==> src/rtl/dca_lsu_store_formatter_pkg.sv <==
// Shared configuration helpers for the DCA LSU store formatter.
// These functions play the role of the dca lpara/util constants. Each maps one of the
// top-level configuration selectors to a concrete width or value:
//   LSU_PARA         -> BW_LSU_ELEMENT
//   AXI_PARA         -> BW_AXI_ALEN
//   MATRIX_SIZE_PARA -> MATRIX_NUM_COL
//   TENSOR_PARA      -> BW_TENSOR_SCALAR, INVALID_TENSOR_VALUE
// The package also holds the formatter FSM state type.
package dca_lsu_store_formatter_pkg;

    typedef enum logic [0:0] {
        StIdle  = 1'b0,
        StBurst = 1'b1
    } fmt_state_e;

    function automatic int unsigned get_bw_lsu_element(input int unsigned lsu_para);
        return (lsu_para == 0) ? 16 : 32;
    endfunction

    // AXI4 bursts carry an 8-bit length; narrower AXI configurations use AXI3-style 4 bits.
    function automatic int unsigned get_bw_axi_alen(input int unsigned axi_para);
        return (axi_para == 32) ? 8 : 4;
    endfunction

    function automatic int unsigned get_matrix_num_col(input int unsigned matrix_size_para);
        return matrix_size_para;
    endfunction

    // Format 0 is fp32 and format 1 is fp16.
    function automatic int unsigned get_bw_tensor_scalar(input int unsigned tensor_para);
        return (tensor_para == 0) ? 32 : 16;
    endfunction

    // The invalid marker is the canonical quiet NaN of the tensor format.
    function automatic logic [31:0] get_invalid_tensor_value(input int unsigned tensor_para);
        return (tensor_para == 0) ? 32'h7FC0_0000 : 32'h0000_7E00;
    endfunction

endpackage

==> src/rtl/dca_lsu_store_formatter.sv <==
// DCA LSU store formatter.
// The block accepts one store transaction {col_mask, alen}. It then takes alen+1 tensor rows,
// narrows each scalar to an LSU element and applies the column mask. Each formatted row is
// placed in a single registered output stage that drives the LSU write-data channel.
//
// Ports:
//   clk, rstp             clock; asynchronous active-high reset
//   clear                 synchronous abort back to idle
//   enable                gates every handshake and every state update
//   txn_valid/ready/info  store transaction, info = {col_mask, alen}
//   tensor_valid/ready    tensor row input; column i is at slice i of tensor_row
//   wreq_valid/ready      LSU write beat, carrying wreq_row, wreq_mask and wreq_last
//   txn_done              one-cycle pulse in the cycle after the last beat is accepted
//   invalid_err           only with DCA_LSU_STORE_INVALID_CHECK_EN defined; sticky flag that
//                         is set when a masked-in scalar equals INVALID_TENSOR_VALUE
module dca_lsu_store_formatter
    import dca_lsu_store_formatter_pkg::*;
#(
    parameter int unsigned LSU_PARA         = 0,
    parameter int unsigned AXI_PARA         = 32,
    parameter int unsigned MATRIX_SIZE_PARA = 4,
    parameter int unsigned TENSOR_PARA      = 0,
    localparam int unsigned BW_LSU_ELEMENT   = get_bw_lsu_element(LSU_PARA),
    localparam int unsigned BW_AXI_ALEN      = get_bw_axi_alen(AXI_PARA),
    localparam int unsigned MATRIX_NUM_COL   = get_matrix_num_col(MATRIX_SIZE_PARA),
    localparam int unsigned BW_TENSOR_SCALAR = get_bw_tensor_scalar(TENSOR_PARA)
) (
    input  logic                                       clk,
    input  logic                                       rstp,
    input  logic                                       clear,
    input  logic                                       enable,
    input  logic                                       txn_valid,
    output logic                                       txn_ready,
    input  logic [BW_AXI_ALEN+MATRIX_NUM_COL-1:0]      txn_info,
    input  logic                                       tensor_valid,
    output logic                                       tensor_ready,
    input  logic [MATRIX_NUM_COL*BW_TENSOR_SCALAR-1:0] tensor_row,
    output logic                                       wreq_valid,
    input  logic                                       wreq_ready,
    output logic [MATRIX_NUM_COL*BW_LSU_ELEMENT-1:0]   wreq_row,
    output logic [MATRIX_NUM_COL-1:0]                  wreq_mask,
    output logic                                       wreq_last,
`ifdef DCA_LSU_STORE_INVALID_CHECK_EN
    output logic                                       invalid_err,
`endif
    output logic                                       txn_done
);

    localparam int unsigned ROW_W = MATRIX_NUM_COL * BW_LSU_ELEMENT;

    fmt_state_e                  state_q, state_d;
    logic [MATRIX_NUM_COL-1:0]   col_mask_q, col_mask_d;
    logic [BW_AXI_ALEN-1:0]      alen_q, alen_d;
    logic [BW_AXI_ALEN-1:0]      cnt_q, cnt_d;
    // Set once row number alen has been taken. This keeps alen = max from wrapping early.
    logic                        all_in_q, all_in_d;
    logic                        wvalid_q, wvalid_d;
    logic [ROW_W-1:0]            row_q, row_d;
    logic [MATRIX_NUM_COL-1:0]   mask_q, mask_d;
    logic                        last_q, last_d;
    logic                        done_q, done_d;

    logic                        txn_fire;
    logic                        tensor_fire;
    logic                        wreq_fire;
    logic                        cnt_at_alen;
    logic [ROW_W-1:0]            row_fmt;

    // With narrowing formats the upper scalar bits are dropped on purpose.
    logic unused_tensor_bits;
    assign unused_tensor_bits = ^tensor_row;

    assign txn_ready    = enable & (state_q == StIdle) & ~clear;
    // The output stage can take a new row when it is empty or is draining in this same cycle.
    assign tensor_ready = enable & (state_q == StBurst) & ~clear & (~wvalid_q | wreq_ready)
                          & ~all_in_q;
    assign txn_fire     = txn_valid & txn_ready;
    assign tensor_fire  = tensor_valid & tensor_ready;
    assign wreq_fire    = enable & ~clear & wvalid_q & wreq_ready;
    assign cnt_at_alen  = (cnt_q == alen_q);

    // Narrow or zero-extend each scalar to the element width. Masked-out columns are zero.
    always_comb begin
        row_fmt = '0;
        for (int i = 0; i < int'(MATRIX_NUM_COL); i++) begin
            if (col_mask_q[i]) begin
                row_fmt[i*BW_LSU_ELEMENT +: BW_LSU_ELEMENT] =
                    BW_LSU_ELEMENT'(tensor_row[i*BW_TENSOR_SCALAR +: BW_TENSOR_SCALAR]);
            end
        end
    end

    always_comb begin
        state_d    = state_q;
        col_mask_d = col_mask_q;
        alen_d     = alen_q;
        cnt_d      = cnt_q;
        all_in_d   = all_in_q;
        wvalid_d   = wvalid_q;
        row_d      = row_q;
        mask_d     = mask_q;
        last_d     = last_q;
        done_d     = 1'b0;

        if (clear) begin
            state_d  = StIdle;
            cnt_d    = '0;
            all_in_d = 1'b0;
            wvalid_d = 1'b0;
        end else if (enable) begin
            done_d = wreq_fire & last_q;

            unique case (state_q)
                StIdle: begin
                    if (txn_fire) begin
                        state_d    = StBurst;
                        col_mask_d = txn_info[BW_AXI_ALEN +: MATRIX_NUM_COL];
                        alen_d     = txn_info[BW_AXI_ALEN-1:0];
                        cnt_d      = '0;
                        all_in_d   = 1'b0;
                    end
                end
                StBurst: begin
                    if (wreq_fire && last_q) begin
                        state_d = StIdle;
                    end
                end
                default: state_d = StIdle;
            endcase

            if (wreq_fire) begin
                wvalid_d = 1'b0;
            end
            // A new row loads the stage. This overrides the drain in the same cycle.
            if (tensor_fire) begin
                wvalid_d = 1'b1;
                row_d    = row_fmt;
                mask_d   = col_mask_q;
                last_d   = cnt_at_alen;
                cnt_d    = cnt_q + BW_AXI_ALEN'(1);
                if (cnt_at_alen) begin
                    all_in_d = 1'b1;
                end
            end
        end
    end

    always_ff @(posedge clk or posedge rstp) begin
        if (rstp) begin
            state_q    <= StIdle;
            col_mask_q <= '0;
            alen_q     <= '0;
            cnt_q      <= '0;
            all_in_q   <= 1'b0;
            wvalid_q   <= 1'b0;
            row_q      <= '0;
            mask_q     <= '0;
            last_q     <= 1'b0;
            done_q     <= 1'b0;
        end else begin
            state_q    <= state_d;
            col_mask_q <= col_mask_d;
            alen_q     <= alen_d;
            cnt_q      <= cnt_d;
            all_in_q   <= all_in_d;
            wvalid_q   <= wvalid_d;
            row_q      <= row_d;
            mask_q     <= mask_d;
            last_q     <= last_d;
            done_q     <= done_d;
        end
    end

    assign wreq_valid = wvalid_q;
    assign wreq_row   = row_q;
    assign wreq_mask  = mask_q;
    assign wreq_last  = last_q;
    assign txn_done   = done_q;

`ifdef DCA_LSU_STORE_INVALID_CHECK_EN
    localparam logic [BW_TENSOR_SCALAR-1:0] INVALID_TENSOR_VALUE =
        BW_TENSOR_SCALAR'(get_invalid_tensor_value(TENSOR_PARA));

    logic inv_hit;
    logic inv_q, inv_d;

    always_comb begin
        inv_hit = 1'b0;
        for (int i = 0; i < int'(MATRIX_NUM_COL); i++) begin
            if (col_mask_q[i] &&
                (tensor_row[i*BW_TENSOR_SCALAR +: BW_TENSOR_SCALAR] == INVALID_TENSOR_VALUE)) begin
                inv_hit = 1'b1;
            end
        end
    end

    always_comb begin
        inv_d = inv_q | (tensor_fire & inv_hit);
        if (clear) begin
            inv_d = 1'b0;
        end
    end

    always_ff @(posedge clk or posedge rstp) begin
        if (rstp) begin
            inv_q <= 1'b0;
        end else begin
            inv_q <= inv_d;
        end
    end

    assign invalid_err = inv_q;
`endif

endmodule
==> config.mk <==
export PLATFORM = sky130hd
export DESIGN_NAME = dca_lsu_store_formatter
export DESIGN_NICKNAME = d
export VERILOG_FILES = /design/src/rtl/dca_lsu_store_formatter_pkg.sv /design/src/rtl/dca_lsu_store_formatter.sv
export SDC_FILE = /design/constraint.sdc
export NUM_CORES = 1
export LEC_CHECK = 0
export ABC_AREA = 1
export CAP_MARGIN = 20
export CELL_PAD_IN_SITES_DETAIL_PLACEMENT = 0
export CELL_PAD_IN_SITES_GLOBAL_PLACEMENT = 1
export CORE_MARGIN = 2
export CORE_UTILIZATION = 29
export DETAILED_ROUTE_END_ITERATION = 10
export GPL_TIMING_DRIVEN = 0
export PLACE_DENSITY_LB_ADDON = 0.1
export SLEW_MARGIN = 0
export SYNTH_ARGS = -nofsm -noshare
export SYNTH_HDL_FRONTEND = slang
export SYNTH_SLANG_ARGS = --single-unit
export TNS_END_PERCENT = 5
==> constraint.sdc <==
create_clock -name clk -period 5.8 [get_ports clk]
set_input_delay 1.45 -clock clk [delete_from_list [all_inputs] [get_ports clk]]
set_output_delay 1.45 -clock clk [all_outputs]
set_load 0.005 [all_outputs]
==> run_results.csv, run 1 <==
group,metric,value,unit
outcome,outcome,"completed",
cts,htreeDepth,3,
timing,finalCritPeriodShare,73.95,%
cts,cts_tree,"yes",
timing,worst_hold_slack,0.4846,ns
worst_hold_path,hold_path_class,"register to register",
floorplanning,die_y,121.3,µm
setup_path,crit_chain,"clkdlybuf4s50_1 > inv_1 > nor2_2 > nand2_2 > nor2_4 > clkdlybuf4s50_1",
detailed_routing,ant_nets,0,
global_routing,grt_util_all_layers,16.18,%
setup_path,regToRegStartpoint,"state_q",
global_routing,antenna_found_initial,0,
final_layout,nFillCells,1337,
setup_path,worstPathRequired,4.35,ns
setup_path,criticalPathCategory,"input port to output pin",
setup_path,worst-path-stages,6,
global_routing,grt_overflow,0,
detailed_routing,vias,3551,
setup_path,cp-end-kind,"output pin",
floorplanning,coreArea,0.01335,mm²
global_routing,grt_pass1_wl,18.44,mm
synth,synth_cell_types,24,
synth,synth_top_area_share,58.29,%
setup_path,start_kind,"input port",
setup_path,cp.arrival,2.84,ns
synth,async_reset_ff_share,100.0,%
power,powerDensity,304.9,mW/mm²
floorplanning,start_util,29.91,%
cts,clock-root-buffer,"clkbuf_16",
timing,setup-tns-final,0,ns
timing,final_max_slew_viol_count,0,
timing,finalHoldViolCount,0,
detailed_routing,drc,0,
timing,min_period,4.289,ns
power,p_leak,2.721,nW
synth,ys.flop_type,"dfrtp_1",
power,peakVddDrop,0.0001758,V
timing,relSlewSlack,58.71,%
setup_path,r2r_cells,3,
synth,yosysWarningCount,0,
final_layout,nNetsFinal,777,
detailed_routing,via_per_inst,4.384,
cts,clock_sinks,93,
detailed_routing,wl,11.46,mm
floorplanning,die_area,0.01472,mm²
timing,finClkSkew,0.007873,ns
global_routing,grt_pass1_vias,3503,
placed_design,io_buffer_count,155,
setup_path,cp.buffers_inverters,3,
final_layout,antenna_cells,0,
floorplanning,pin_count,220,
placed_design,dp_hpwl,8.071,mm
timing,max_freq,233.1,MHz
cts,post_cts_buffers,0,
timing,rsz0062_at_grt,"no",
timing,worst_slew_pin_slew,0.6194,ns
synth,seq_area_frac_synth,58.29,%
synth,synthesis.nets,610,
final_layout,area_growth_syn_to_layout,53.15,%
cts,cts.clk_slew.worst_paths,0.06,ns
timing,setup_viol_count_final,0,
synth,synth-seq-cells,93,
setup_path,crit_family,"buffers and inverters",
floorplanning,die-width,121.3,µm
synth,synth.area.top_cells,"dfrtp_1, nand2_1, o21ai_1",
floorplanning,rows,42,
setup_path,path_max_fanout,2,
synth,syn_inst,462,
run,maxCapViolations,0,
setup_path,cp-startpoint,"enable",
detailed_routing,wire_per_inst,14.15,µm
cts,cts_hold_buf,0,
detailed_routing,drt-initial-drc-count,199,
setup_path,path_common_cell,"clkdlybuf4s50_1",
detailed_routing,drtPass1Iterations,4,
synth,synth_edf_count,0,
final_layout,drive_gt1_share,6.782,%
cts,cts_max_path_buffers,2,
setup_path,slowest_stage,"clkdlybuf4s50_1",
placed_design,place_congestion,0.7962,
global_routing,grt_max_degree,50,
worst_hold_path,whs_path_depth,2,
setup_path,cp_slowest_stage_delay,0.51,ns
synth,synth_area,0.003993,mm²
cts,post_cts_resized,0,
worst_hold_path,min_from,"wreq_mask[1]",
synth,syn_area_per_cell,8.642,µm²
cts,clk_latency,0.35,ns
cts,cts_buffers,9,
synth,synth_top_area_cell,"dfrtp_1",
[worst paths after layout]
kind	end	slack, ns
setup / recovery	tensor_ready	1.51
min in group asynchronous	wreq_row[45]	1.55
hold reg to reg	wreq_mask[1]	0.48
setup reg to reg	alen_q[5]	4.33
hold / removal	wreq_mask[1]	0.48
max in group asynchronous	wreq_row[20]	3.58
[layer usage]
layer	up-vias	GRT usage, %	share of wire, %	wire length (µm)
met3	8	4.934	6.4	730
met4	0	4.310	0.99	114
met1	1646	21.49	46	5266
li1	1795	-	-	-
met2	102	25.70	47	5348
met5	-	0	0	0
[area by class of cell]
class                      instances  area [µm²]  area share, %
sequential                        93        2327          38.06
timing repair buffer             156        1579          25.82
multi-input combinational        321        1415          23.14
clock buffer                      12       266.5          4.359
tap                              176       220.2          3.601
buffer                            25       163.9          2.681
inverter                          23       88.84          1.453
clock inverter                     4       53.80         0.8799
[registers in the layout, summed over array words and instances (netlist names)]
name and cells:
txn_done 1, cnt_q 8, wreq_last 1, state_q 1, all_in_q 1, col_mask_q 4, wreq_row 64, alen_q 8
wreq_valid 1, wreq_mask 4
[layout by cell type, fill, tap and decap left out, drive strengths merged]
cell / instances
nor3: 2
nor2: 9
or2: 1
o211ai: 1
nand3b: 1
bufinv: 1
dfrtp: 93
o21ai: 70
clkinvlp: 2
xnor2: 4
nand4: 1
ha: 1
clkbuf: 26
inv: 24
nand2: 211
nand3: 20
clkdlybuf4s50: 155
buf: 12
[power breakdown]
| group | switching [mW] | total [mW] | leakage [nW] | internal, mW |
|---|---|---|---|---|
| clock network | 0.258 | 0.629 | 0.151 | 0.371 |
| logic | 0.179 | 0.434 | 1.32 | 0.255 |
| registers | 0.0539 | 0.801 | 1.25 | 0.747 |
| total | 0.491 | 1.86 | 2.72 | 1.37 |
[through the flow]
| step | setup slack [ns] | std cells | area (µm²) | util [%] | power (mW) |
|---|---|---|---|---|---|
| final | 1.511 | 810 | 6115 | 45.81 | 1.864 |
| after detailed placement | 1.516 | 794 | 5794 | 43.41 | 1.255 |
| after global routing | 1.442 | 810 | 6115 | 45.81 | 1.978 |
| after floorplan | 1.930 | 462 | 3993 | - | 0.9741 |
| after CTS | 1.508 | 810 | 6115 | 45.81 | 1.900 |
| after global placement | 0.2610 | 793 | 5764 | 43.19 | 1.248 |
[cells by family (layout without fill, tap and decap cells)]
| family | Yosys count | after routing | share of synthesized area (%) |
|---|---|---|---|
| AOI/OAI and AO/OA | 71 | 71 | 9.339 |
| xor gates and xnor gates | 4 | 4 | 0.8774 |
| adders and majority gates | 1 | 1 | 0.3133 |
| buffers and inverters | 48 | 220 | 6.268 |
| DFF | 93 | 93 | 58.29 |
| and+or+nand+nor | 245 | 245 | 24.91 |
[synthesized netlist by cell type, types with 2 or more instances]
master,number
o21ai_2,4
o21ai_1,60
clkbuf_1,14
nand3_1,20
nand2_2,2
buf_2,2
inv_2,2
o21ai_0,6
nand2_1,208
inv_1,21
dfrtp_1,93
nor2_1,7
buf_6,9
xnor2_1,4
[worst register-to-register path, cell delays in order, from the launching register on]
cell,delay (ns)
dfrtp_1,0.44
nor3_4,0.44
buf_2,0.36
o21ai_0,0.11
(Power assumes the default switching activity.)
==> inputs of run 2 (changes only) <==
CORE_UTILIZATION = 27   (was 29)
clock period = 4.2 ns   (was 5.8 ns; I/O delays follow)
==> run_results.csv, run 2 (synthesis results as in run 1) <==
group,metric,value,unit
global_routing,grt_util_all_layers,15.61,%
run,maxCapViolations,0,
setup_path,worstPathRequired,3.15,ns
timing,finClkSkew,0.008077,ns
detailed_routing,vias,3597,
final_layout,mostFrequentLayoutCell,"nand2_1",
cts,cts_buffers,9,
global_routing,grt_pass1_vias,3660,
setup_path,path_common_cell,"clkdlybuf4s50_1",
final_layout,area_growth_syn_to_layout,53.27,%
setup_path,criticalPathCategory,"input port to output pin",
timing,finalCritPeriodShare,83.41,%
global_routing,grt_overflow,0,
worst_hold_path,hold_path_class,"register to register",
floorplanning,die_area,0.01578,mm²
floorplanning,die-width,125.6,µm
timing,rsz0062_at_grt,"no",
detailed_routing,drc,0,
global_routing,grt_pass1_wl,19.47,mm
outcome,outcome,"completed",
setup_path,slowest_stage,"clkdlybuf4s50_1",
placed_design,pre_cts_ws,0.6916,ns
timing,min_period,3.503,ns
final_layout,antenna_cells,0,
floorplanning,rows,44,
final_layout,drive_gt1_share,6.477,%
timing,worst_hold_slack,0.4794,ns
detailed_routing,ant_nets,0,
cts,clk_latency,0.34,ns
setup_path,crit_chain,"clkdlybuf4s50_1 > nor2_2 > nand2_2 > nor2_4 > clkdlybuf4s50_1",
power,total_power,2.586,mW
floorplanning,coreArea,0.01448,mm²
setup_path,cp.buffers_inverters,2,
power,peakVddDrop,0.0001690,V
floorplanning,pin_count,220,
cts,clock_sinks,93,
worst_hold_path,whs_path_depth,2,
cts,cts_hold_buf,0,
final_layout,nFillCells,1446,
cts,clock-root-buffer,"clkbuf_16",
setup_path,path_max_fanout,4,
detailed_routing,wire_per_inst,14.54,µm
final_layout,largest_register_ffs,64,
setup_path,start_kind,"input port",
detailed_routing,wl,11.88,mm
power,powerDensity,422.5,mW/mm²
timing,finalHoldViolCount,0,
cts,post_cts_resized,0,
timing,fin_ws,0.6967,ns
detailed_routing,drtPass1Iterations,4,
cts,cts_max_path_buffers,2,
timing,setup-tns-final,0,ns
timing,setup_viol_count_final,0,
setup_path,worst-path-stages,5,
final_layout,nNetsFinal,777,
floorplanning,start_util,27.58,%
global_routing,grt_max_degree,48,
cts,cts_tree,"yes",
cts,cts.clk_slew.worst_paths,0.06,ns
timing,worst_slew_pin_slew,0.6240,ns
placed_design,place_congestion,0.7428,
final_layout,final_cell_mix,"nand2_1, clkdlybuf4s50_1, dfrtp_1",
cts,htreeDepth,3,
cts,post_cts_buffers,0,
power,p_leak,2.721,nW
timing,final_max_slew_viol_count,0,
setup_path,cp-end-kind,"output pin",
setup_path,cp.arrival,2.45,ns
floorplanning,die_y,125.6,µm
final_layout,fin_util,42.27,%
timing,max_freq,285.4,MHz
placed_design,dp_hpwl,8.463,mm
setup_path,r2r_cells,3,
global_routing,antenna_found_initial,0,
placed_design,io_buffer_count,155,
detailed_routing,via_per_inst,4.403,
setup_path,crit_family,"buffers and inverters",
timing,relSlewSlack,58.25,%
detailed_routing,drt-initial-drc-count,171,
setup_path,cp_slowest_stage_delay,0.51,ns
[run 2: changes by cell type in the layout (fill, tap and decap cells not counted)]
cell and delta:
clkinvlp_4 -1, clkbuf_1 +1, inv_6 -1, bufinv_16 +1
clkinv_2 +1, clkbuf_8 -2
[run 2: layout make-up]
cell class | count | area (µm²) | area share [%]
Clock inverter | 4 | 72.57 | 1.186
Clock buffer | 11 | 242.7 | 3.966
Sequential cell | 93 | 2327 | 38.03
Timing Repair Buffer | 156 | 1579 | 25.80
Buffer | 25 | 163.9 | 2.678
Multi-Input combinational cell | 321 | 1415 | 23.12
Tap cell | 184 | 230.2 | 3.762
Inverter | 23 | 88.84 | 1.452
[run 2: report_power, final]
group	leakage, nW	switching [mW]	total, mW	internal (mW)
clock network	0.152	0.341	0.875	0.534
registers	1.25	0.0758	1.11	1.03
logic	1.32	0.251	0.603	0.352
[run 2: worst paths after layout]
| path | slack, ns | start | end |
|---|---|---|---|
| setup reg to reg | 2.70 | state_q | alen_q[5] |
| max in group asynchronous | 2.40 | rstp | wreq_row[63] |
| hold / removal | 0.48 | wreq_mask[2] | wreq_mask[2] |
| setup / recovery | 0.70 | clear | tensor_ready |
| min in group asynchronous | 1.15 | rstp | wreq_row[39] |
| hold reg to reg | 0.48 | wreq_mask[2] | wreq_mask[2] |
[run 2: layer usage]
metal	part of all wire, %	track usage [%]	vias up	routed length (µm)
met1	46	20.69	1686	5477
met2	46	25.12	107	5501
met4	1.3	5.490	0	160
li1	-	-	1794	-
met3	6.2	3.594	10	738
met5	0	0	-	0
[run 2: worst reg2reg max path: stages, from the launching register on]
cell and delay [ns]:
dfrtp_1 0.45, nor3_4 0.46, buf_2 0.37, o21ai_0 0.12
[run 2: stage by stage]
stage | std cells | instance area (µm²)
3_3_place_gp | 801 | 5774
5_1_grt | 817 | 6120
2_1_floorplan | 462 | 3993
6_report | 817 | 6120
4_1_cts | 817 | 6120
3_5_place_dp | 802 | 5804
==> inputs of run 3 (changes only) <==
clock period = 3.7 ns   (was 4.2 ns; I/O delays follow)
==> results of run 3 <==
Same layout as run 2 (identical final DEF). Status: completed.
Main changes from that run: setup slack after placement 0.6916 ns -> 0.4416 ns; setup slack after layout 0.6967 ns -> 0.4467 ns; register-to-register setup slack 2.70 ns -> 2.20 ns; total power 2.586 mW -> 2.935 mW; worst IR drop on VDD 0.0001690 V -> 0.0001918 V
==> patch 1: new RTL, flow settings as in run 1 <==
Add a define of `DCA_LSU_STORE_INVALID_CHECK_EN`.
--- a/src/rtl/dca_lsu_store_formatter.sv
+++ b/src/rtl/dca_lsu_store_formatter.sv
@@ -13,6 +13,8 @@
 //   txn_done              one-cycle pulse in the cycle after the last beat is accepted
 //   invalid_err           only with DCA_LSU_STORE_INVALID_CHECK_EN defined; sticky flag that
 //                         is set when a masked-in scalar equals INVALID_TENSOR_VALUE
+`define DCA_LSU_STORE_INVALID_CHECK_EN
+
 module dca_lsu_store_formatter
     import dca_lsu_store_formatter_pkg::*;
 #(
Formal check against the unedited RTL (old outputs only; new: invalid_err): equivalent (equiv_simple and equiv_induct, registers matched by name and starting in step).
==> patch 1 against run 1 <==
First-iteration DRC count down 4.5%; setup slack got worse by 0.10 ns; synthesized cell count increased by 20%; area after synthesis increased by 9.7%; design area is 16% higher; global-route usage increased by 2.3 points; wire length rose by 30%; power is 1.1% higher; combinational power is 16% higher; die area grew 9.4%; sequential cell count is 1 higher; largest cell class is now buffers; largest power group unchanged.
==> patch 1: results (changes against run 1) <==
| Metric | Value |
|---|---|
| R2r setup slk | 4.16 ns (was 4.33 ns) |
| Initial drt markers | 190 (was 199) |
| Routed vias/inst | 4.58 (was 4.38) |
| Fraction of area in non-clock buffers | 0.332 (was 0.285) |
| Clk_skew | 0.00626 ns (was 0.00787 ns) |
| GRT Overall Usage | 0.184 (was 0.162) |
| Routed Wire Length | 14900 um (was 11500 um) |
| Post-synthesis net count | 701 (was 610) |
| Syn Inst Count | 553 (was 462) |
| Met2 routed WL | 6990 um (was 5350 um) |
| Fillers | 1456 (was 1337) |
| Minimum clock period | 4.39 ns (was 4.29 ns) |
| Sequential element share of the synthesized area | 0.537 (was 0.583) |
| Vias in the first global route | 4357 (was 3503) |
| Nets | 933 (was 777) |
| Arr. time, crit path | 2.94 ns (was 2.84 ns) |
| Vias post-DR | 4463 (was 3551) |
| Non-Clock Buffer Count | 244 (was 181) |
| Synth area leaders | dfrtp_1, nand2_1, o21ai_0 (was dfrtp_1, nand2_1, o21ai_1) |
| Status | complete, no violations (unchanged) |
| Worst Hold Slack | 0.486 ns (was 0.485 ns) |
| DP Area | 6840 um2 (was 5790 um2) |
| Met3 wire length | 1030 um (was 730 um) |
| CLK BUF | 10 (was 12) |
| GPL Wtd Cong | 0.782 (was 0.796) |
| CP startpoint | clear (was enable) |
| Met1 global-route usage | 0.239 (was 0.215) |
| First-pass GRT wire length | 22900 um (was 18400 um) |
| R2R depth | 4 (was 3) |
| Finished Core Util | 0.486 (was 0.458) |
| Count of different cell masters after synthesis | 28 (was 24) |
| Top layer in use | met5 (was met4) |
| Crit-path max FO | 5 (was 2) |
| Share of layout cells above drive strength 1 | 0.0557 (was 0.0678) |
| #MultiIn Comb | 404 (was 321) |
| Largest net degree at the start of global routing | 60 (was 50) |
| FF/Latch Area | 2350 um2 (was 2330 um2) |
| M1 WL | 6570 um (was 5270 um) |
| Multi-input gate area | 1770 um2 (was 1420 um2) |
| I/O Buffers | 220 (was 155) |
| Leak Pwr | 3.10 nW (was 2.72 nW) |
| Final-layout clock-cell area share | 0.0388 (was 0.0524) |
| Rel. slew slack | 0.541 (was 0.587) |
| Initial antenna violation count | 1 (was 0) |
| Worst reg2reg path endpoint | alen_q[1]$_DFFE_PP0P_ (was alen_q[5]$_DFFE_PP0P_) |
| Clock Sinks | 94 (was 93) |
==> patch 1: cell types whose count changed in the layout (fill, tap and decap cells not counted), sizes merged, moves of 4 or more <==
cell           change
xor2               +4
clkdlybuf4s50     +65
inv                +7
nor2              +58
clkinv             +4
a21oi              +4
nor3               +6
==> patch 1: power breakdown <==
group	switching [mW]	total [mW]	leakage [nW]	internal, mW
sequential	0.0595	0.819	1.26	0.759
clock	0.260	0.560	0.130	0.300
combinational	0.202	0.505	1.70	0.303
==> patch 1: tightest hold or removal path, stage by stage (launching register included) <==
cell,delay [ns]
dfrtp_1,0.35
nand2_1,0.05
nand2_1,0.05
==> patch 1: cells by family after synthesis <==
| group | after synthesis | synth area share |
|---|---|---|
| buffers and inverters | 55 | 0.0586 |
| adders and majority gates | 1 | 0.00286 |
| AOI/OAI and AO/OA | 77 | 0.0946 |
| and+or+nand+nor | 320 | 0.295 |
| DFF | 94 | 0.537 |
| xor gates and xnor gates | 6 | 0.0120 |
==> patch 2: new RTL, config.mk and constraints of run 1 <==
Without the edit above. `MATRIX_SIZE_PARA`: 4 -> 8.
--- a/src/rtl/dca_lsu_store_formatter.sv
+++ b/src/rtl/dca_lsu_store_formatter.sv
@@ -18,7 +18,7 @@
 #(
     parameter int unsigned LSU_PARA         = 0,
     parameter int unsigned AXI_PARA         = 32,
-    parameter int unsigned MATRIX_SIZE_PARA = 4,
+    parameter int unsigned MATRIX_SIZE_PARA = 8,
     parameter int unsigned TENSOR_PARA      = 0,
     localparam int unsigned BW_LSU_ELEMENT   = get_bw_lsu_element(LSU_PARA),
     localparam int unsigned BW_AXI_ALEN      = get_bw_axi_alen(AXI_PARA),
Ports: changed (resized tensor_row, txn_info, wreq_mask and wreq_row); port bits go from 220 to 420. The function was not compared with the original's and may differ.
==> patch 2 against run 1 <==
Wire length rose by 110%; setup slack worse by 0.022 ns; core utilization fell by 0.46 points; final cell count up 77%; power rose by 89%; sequential cell count increased by 72; design area rose by 85%; area after synthesis grew 83%; combinational power up 110%; maximum frequency down 0.52%; global-route usage rose by 1.6 points; die area grew 80%; largest power group unchanged.
==> patch 2: results (changes against run 1) <==
| Metric | Value |
|---|---|
| Sequential element share of the synthesized area | 0.565 (was 0.583) |
| Post-synthesis net count | 1056 (was 610) |
| # H-tree levels | 4 (was 3) |
| Non-Clock Buffer Count | 346 (was 181) |
| Top layer in use | met5 (was met4) |
| DP Area | 10700 um2 (was 5790 um2) |
| FF/Latch Area | 4130 um2 (was 2330 um2) |
| Count of non-CTS inverters in the layout | 20 (was 23) |
| Fraction of area in non-clock buffers | 0.300 (was 0.285) |
| CLK BUF | 21 (was 12) |
| R2r startpoint | wreq_valid$_DFFE_PP0P_ (was state_q$_DFFE_PP0P_) |
| Max Fclk | 0.232 GHz (was 0.233 GHz) |
| Syn Inst Count | 776 (was 462) |
| Post-synth top cells | nand2_1, dfrtp_1, o21ai_2 (was nand2_1, dfrtp_1, o21ai_1) |
| Worst reg2reg path endpoint | wreq_valid$_DFFE_PP0P_ (was alen_q[5]$_DFFE_PP0P_) |
| Initial drt markers | 287 (was 199) |
| R2r setup slk | 4.21 ns (was 4.33 ns) |
| Pre-CTS WS | 1.47 ns (was 1.52 ns) |
| Clock net power | 1.18 mW (was 629 uW) |
| Final-layout clock-cell area share | 0.0536 (was 0.0524) |
| #MultiIn Comb | 540 (was 321) |
| GPL Wtd Cong | 0.749 (was 0.796) |
| Fillers | 2468 (was 1337) |
| Leak Pwr | 5.00 nW (was 2.72 nW) |
| Synth area leaders | dfrtp_1, nand2_1, o21ai_2 (was dfrtp_1, nand2_1, o21ai_1) |
| Nets | 1370 (was 777) |
| Seq pwr share | 0.407 (was 0.430) |
| Clk Latency, worst-skew pair | 0.42 ns (was 0.35 ns) |
| ANT cells | 1 (was 0) |
| Flops & latches, synth | 165 (was 93) |
| Met1 global-route usage | 0.241 (was 0.215) |
| Met2 Use GR | 0.272 (was 0.257) |
| FP Rows | 58 (was 42) |
| Fraction of area in multi-input gates | 0.238 (was 0.231) |
| Arr. time, crit path | 2.86 ns (was 2.84 ns) |
| Final HPWL DP | 17400 um (was 8070 um) |
| GRT Overall Usage | 0.177 (was 0.162) |
| Met3 wire length | 2030 um (was 730 um) |
| Initial antenna violation count | 1 (was 0) |
| Wire per inst | 16.5 um (was 14.1 um) |
| Hold path start | wreq_row[31]$_DFFE_PP0P_ (was wreq_mask[1]$_DFFE_PP0P_) |
| Clk_skew | 0.0150 ns (was 0.00787 ns) |
| Vias in the first global route | 6106 (was 3503) |
| Status | complete, no violations (unchanged) |
| M1 WL | 10800 um (was 5270 um) |
| Slew @ Worst Pin | 0.800 ns (was 0.619 ns) |
| Largest net degree at the start of global routing | 39 (was 50) |
| First-pass GRT wire length | 35700 um (was 18400 um) |
| Vias post-DR | 6214 (was 3551) |
[patch 2: kinds of logic (layout without fill, tap and decap cells)]
group	count (synthesis)	count (layout)	synth area share
DFF	165	165	0.565
buffers and inverters	71	397	0.0661
xor gates and xnor gates	4	4	0.00480
other	0	1	0
AOI/OAI and AO/OA	133	133	0.145
adders and majority gates	1	1	0.00171
and+or+nand+nor	402	402	0.217
[patch 2: worst min-delay path by stage]
stage / end / slack [ns] / depth (start not counted)
finish: wreq_row[31]$_DFFE_PP0P_ / 0.48 / 2
global route: wreq_row[48]$_DFFE_PP0P_ / 0.49 / 2
CTS: wreq_row[31]$_DFFE_PP0P_ / 0.48 / 2
detailed placement: wreq_row[95]$_DFFE_PP0P_ / 0.47 / 2
global placement: wreq_mask[6]$_DFFE_PP0P_ / 0.46 / 2
floorplan: alen_q[1]$_DFFE_PP0P_ / 0.46 / 2
